--- src/rtl/hazard_scoreboard.sv ---
// Decode-stage hazard unit: tracks in-flight destination registers, selects bypass sources,
// detects load-use stalls and keeps a saturating stall-cycle counter.
module hazard_scoreboard #(
    parameter int unsigned ADDR_W   = 5,
    parameter int unsigned DEPTH    = 3,
    parameter int unsigned LOAD_LAT = 1,
    parameter int unsigned CNT_W    = 16,
    localparam int unsigned FW      = $clog2(DEPTH + 1)
) (
    input  logic              clock,
    input  logic              reset_n,
    input  logic              issue_valid,
    input  logic              issue_we,
    input  logic              issue_load,
    input  logic [ADDR_W-1:0] issue_rd,
    input  logic              src_a_used,
    input  logic [ADDR_W-1:0] src_a,
    input  logic              src_b_used,
    input  logic [ADDR_W-1:0] src_b,
    input  logic              flush,
    output logic [FW-1:0]     fwd_a,
    output logic [FW-1:0]     fwd_b,
    output logic              stall,
    output logic [CNT_W-1:0]  stall_count
);

    logic              r_v   [DEPTH];
    logic              r_ld  [DEPTH];
    logic [ADDR_W-1:0] r_rd  [DEPTH];
    logic [CNT_W-1:0]  r_cnt;

    logic [FW-1:0]     w_fwd_a;
    logic [FW-1:0]     w_fwd_b;
    logic              w_haz_a;
    logic              w_haz_b;
    logic              w_stall;
    logic              w_cap_v;

    // Walk oldest to youngest so the youngest match is the one left standing.
    always_comb begin
        w_fwd_a = '0;
        w_fwd_b = '0;
        w_haz_a = 1'b0;
        w_haz_b = 1'b0;
        for (int i = int'(DEPTH) - 1; i >= 0; i--) begin
            if (r_v[i] && (r_rd[i] == src_a) && (src_a != '0) && src_a_used) begin
                w_fwd_a = FW'(i + 1);
                w_haz_a = r_ld[i] && (i < int'(LOAD_LAT));
            end
            if (r_v[i] && (r_rd[i] == src_b) && (src_b != '0) && src_b_used) begin
                w_fwd_b = FW'(i + 1);
                w_haz_b = r_ld[i] && (i < int'(LOAD_LAT));
            end
        end
    end

    always_comb begin
        w_stall = issue_valid && !flush && (w_haz_a || w_haz_b);
        w_cap_v = issue_valid && issue_we && !w_stall && !flush && (issue_rd != '0);
    end

    always_ff @(posedge clock or negedge reset_n) begin
        if (!reset_n) begin
            for (int unsigned i = 0; i < DEPTH; i++) begin
                r_v[i]  <= 1'b0;
                r_ld[i] <= 1'b0;
                r_rd[i] <= '0;
            end
            r_cnt <= '0;
        end else begin
            for (int unsigned i = 1; i < DEPTH; i++) begin
                r_v[i]  <= r_v[i-1];
                r_ld[i] <= r_ld[i-1];
                r_rd[i] <= r_rd[i-1];
            end
            // A bubble carries ld=0, rd=0 so retired slots never look live.
            r_v[0]  <= w_cap_v;
            r_ld[0] <= w_cap_v ? issue_load : 1'b0;
            r_rd[0] <= w_cap_v ? issue_rd : '0;
            if (w_stall && (r_cnt != '1)) begin
                r_cnt <= r_cnt + CNT_W'(1);
            end
        end
    end

    assign fwd_a       = w_fwd_a;
    assign fwd_b       = w_fwd_b;
    assign stall       = w_stall;
    assign stall_count = r_cnt;

endmodule

--- config.mk ---
export PLATFORM = sky130hd
export DESIGN_NAME = hazard_scoreboard
export DESIGN_NICKNAME = d
export VERILOG_FILES = /design/src/rtl/hazard_scoreboard.sv
export SDC_FILE = /design/constraint.sdc
export NUM_CORES = 1
export LEC_CHECK = 0
export ABC_CLOCK_PERIOD_IN_PS = 2000
export CORE_MARGIN = 1.5
export CORE_UTILIZATION = 40
export CTS_BUF_LIST = sky130_fd_sc_hd__clkbuf_4 sky130_fd_sc_hd__clkbuf_8
export DETAILED_ROUTE_END_ITERATION = 16
export PLACE_DENSITY_LB_ADDON = 0.15
export SKIP_LAST_GASP = 1
export SLEW_MARGIN = 20
export SYNTH_ARGS = -nofsm -noshare
export SYNTH_HDL_FRONTEND = slang
export SYNTH_SLANG_ARGS = --single-unit
--- constraint.sdc ---
create_clock -name clock -period 2 [get_ports clock]
set_input_delay 0.2 -clock clock [delete_from_list [all_inputs] [get_ports clock]]
set_output_delay 0.2 -clock clock [all_outputs]
set_load 0.02 [all_outputs]
==> metrics.md <==
| Metric | Value |
|---|---|
| Synth top cells by count | 35 x dfrtp_1, 24 x xnor2_1, 18 x xor2_1 |
| Worst slew pin tran | 0.444 ns |
| DR vias | 1,466 |
| Post-synth EDFFs | 0 |
| Worst setup skew after layout | 0.00330 ns |
| Seq pwr share | 0.523 |
| Internal Power | 1070 µW |
| Skew-Pair Late Insertion Delay | 0.28 ns |
| Sequential fraction of the synthesis area | 0.491 |
| Crit path launch type | flip-flop |
| Failing checks | setup timing |
| Combinational share of power | 0.115 |
| Sum of negative setup slack | -1.07 ns |
| Placed Instances | 271 |
| Ys flop type | dfrtp_1 |
| Worst path arrival time | 2.30 ns |
| Post-DP HPWL | 3.11 mm |
| Vias in the first global route | 1,581 |
| Crit path cell chain | xor2_1 > nor4_2 > nand4b_4 > and2_4 > buf_6 > nor4_4 > mux2_4 |
| Clock sink total | 35 |
| Area added between synthesis and finish | 52.6% |
| Max Cap Viol | 0 |
| Avg Vias per Cell | 5.20 |
| YS warnings | 0 |
| Initial antenna violation count | 0 |
| Clock root cell | clkbuf_8 |
| Slew Limit Fails | 0 |
| Iteration-0 DRC Markers | 41 |
| GR Overflow Total | 0 |
| Top cells by area, synth | dfrtp_1 49%, xnor2_1 12%, xor2_1 8.8%, and2_1 2.8%, nand3_1 2.5% |
| Final Instance Count excl. Fillers | 282 |
| Routed Antenna Nets | 0 |
| Die outline width | 69.8 µm |
| Final setup violation count | 16 |
| First-pass GRT wire length | 7.51 mm |
| Hold Path Class | input pin to asynchronous set/reset pin |
| VDD IR-drop max | 0.388 mV |
| Status | finished, violations left |
| Clock Path Buffers | 2 |
| Iteration count of the initial detailed-routing pass | 4 |
| Switching Power | 324 µW |
| Async SR Flop Fraction | 1.00 |
| Max frequency | 0.468 GHz |
| Final Hold Fails | 0 |
| Share of post-route cells with drive strength above 1 | 0.300 |
| Cell taking the most area after synthesis | dfrtp_1 |
| Number of synthesized register bits | 35 |
| Crit path largest cell delay | 0.42 ns |
| Total wire length | 4.39 mm |
| Synth cell types | 30 |
| Switching share of power | 0.232 |
| Slew margin rel. | 0.704 |
| Core box area | 4320 µm² |
| Largest net degree at the start of global routing | 36 |
| CTS tree | built |
| WP data required | 2.17 ns |
| DRC | 0 |
| Worst path slowest cell | dfrtp_1 |
| Initial core utilization | 0.413 |
| RSZ-0062 raised after global routing | yes |
| Filler Cell Count | 349 |
| # rows | 24 |
| IO Pins | 44 |
| Clock share of power | 0.362 |
| Syn Area/Cell | 11.4 µm² |
| Min setup slack post-route | -0.136 ns |
| Number of H-tree levels | 2 |
| CP Max Fanout | 4 |
| Most numerous cell in the Yosys netlist | dfrtp_1 |
| Fin crit share | 1.07 |
| Pwr dens | 513 nW/µm² |
| DIE AREA | 4870 µm² |
| Crit. End Element | flip-flop |
| Die Height | 69.8 µm |
| Lkg Pwr | 0.00133 µW |
| Post-Syn Nets | 180 |
| Mapped cell area | 1780 µm² |
| Cts bufs inserted | 5 |
| Global-route usage over all layers | 0.194 |
| Net count, final | 254 |
| Routability congestion estimate | 0.921 |
| Clk slew on worst S/H paths | 0.07 ns |
| Synthesized instance count | 156 |
| Post-layout min period | 2.14 ns |
| Port Buffer Count | 43 |
| Wire length per cell | 15.6 µm |
| Ant diodes | 0 |
| Share of Yosys cell area claimed by the top area cell type | 0.491 |
| Critical path class | flip-flop to flip-flop |
==> path summary, 6_finish.rpt <==
kind	start	to	slack (ns)	cells after the start
max in group asynchronous	reset_n	stall_count[4]	1.35	2
min in group clock	r_v[1]	r_v[0]	0.41	0
worst max-delay path	r_rd[14]	stall_count[14]	-0.14	7
worst max register to register	r_rd[14]	stall_count[14]	-0.14	7
worst min register to register	r_v[1]	r_v[0]	0.41	0
worst min-delay path	reset_n	stall_count[12]	0.33	2
==> cells in the final DEF (no fill, tap or decap), types with 2 or more instances in the layout <==
master | synthesis | routed
and2_1 | 8 | 8
and3_1 | 2 | 2
and4_1 | 2 | 2
buf_2 | 1 | 2
buf_4 | 0 | 19
buf_6 | 0 | 9
clkbuf_8 | 0 | 6
clkdlybuf4s50_1 | 0 | 29
dfrtp_1 | 35 | 35
dlygate4sd2_1 | 0 | 9
mux2_4 | 3 | 4
nand2_1 | 11 | 8
nand2_4 | 0 | 2
nand3_1 | 9 | 5
nand3_2 | 0 | 4
nand4_1 | 7 | 7
nand4b_4 | 0 | 2
nor2_1 | 3 | 3
nor3_4 | 0 | 2
nor4_2 | 3 | 5
o21a_1 | 3 | 3
o21ai_4 | 0 | 2
o31ai_1 | 3 | 2
or4_4 | 0 | 2
xnor2_1 | 24 | 22
xnor2_2 | 0 | 2
xor2_1 | 18 | 18
==> cell families (layout without fill, tap and decap cells) <==
group,count (synthesis),count (layout),synth area share
AOI/OAI and AO/OA,12,12,0.0512
xor gates and xnor gates,42,42,0.206
muxes,4,4,0.0316
DFF,35,35,0.491
buffers and inverters,2,76,0.00490
and+or+nand+nor,60,60,0.208
adders and majority gates,1,1,0.00701
==> power groups by stage <==
| stage | registers [µW] | clock network, µW | logic [µW] |
|---|---|---|---|
| 2_1_floorplan | 741 | 0 | 52.8 |
| 3_3_place_gp | 743 | 0 | 150 |
| 3_5_place_dp | 744 | 0 | 153 |
| 4_1_cts | 731 | 517 | 160 |
| 5_1_grt | 732 | 555 | 175 |
| 6_report | 731 | 506 | 161 |
==> critical path: cells and delay by family, from the launching register on <==
kind	cells	cell delay (ns)
multiplexers	1	0.33
flip-flops	1	0.42
buffers and inverters	1	0.13
XOR/XNOR	1	0.19
AND/OR/NAND/NOR	4	0.95
==> registers in the layout (all words and copies together), names as in the netlist <==
register and cells:
r_ld 1, r_v 3, stall_count 16, r_rd 15
==> per-stage QoR <==
step / cell area (µm²) / hold slack [ns] / utilization / total power (µW) / setup slack [ns]
6_report: 2720 / 0.334 / 0.630 / 1400 / -0.136
5_1_grt: 2720 / 0.386 / 0.630 / 1460 / -0.237
4_1_cts: 2630 / 0.349 / 0.609 / 1410 / -0.105
3_5_place_dp: 2430 / 0.405 / 0.563 / 896 / -0.648
3_3_place_gp: 2430 / 0.394 / 0.563 / 893 / -0.576
2_1_floorplan: 1780 / -0.0956 / - / 793 / 0.0462
==> layout make-up <==
cell class	instances	area, µm²	area share
repair buffers	68	623	0.229
multi-input cells	119	1070	0.392
flip-flops and latches	35	876	0.322
inverters	1	3.75	0.00138
clock inverters	1	5.00	0.00184
clock buffers	6	82.6	0.0303
well taps	52	65.1	0.0239
==> per-layer routing <==
layer / GRT usage / wire length [µm] / share of wire
met1: 0.249 / 1960 / 0.45
met2: 0.315 / 2130 / 0.48
met3: 0.0523 / 205 / 0.047
met4: 0.0726 / 98 / 0.022
met5: 0 / 0 / 0
==> what timing repair did <==
item	4_1_cts	5_1_grt
resized for setup	57	18
hold buffers	0	0
pin swaps	15	13
gates cloned	1	0
setup buffers	2	1
endpoints found under the setup margin	28	21
(Power assumes the default switching activity.)
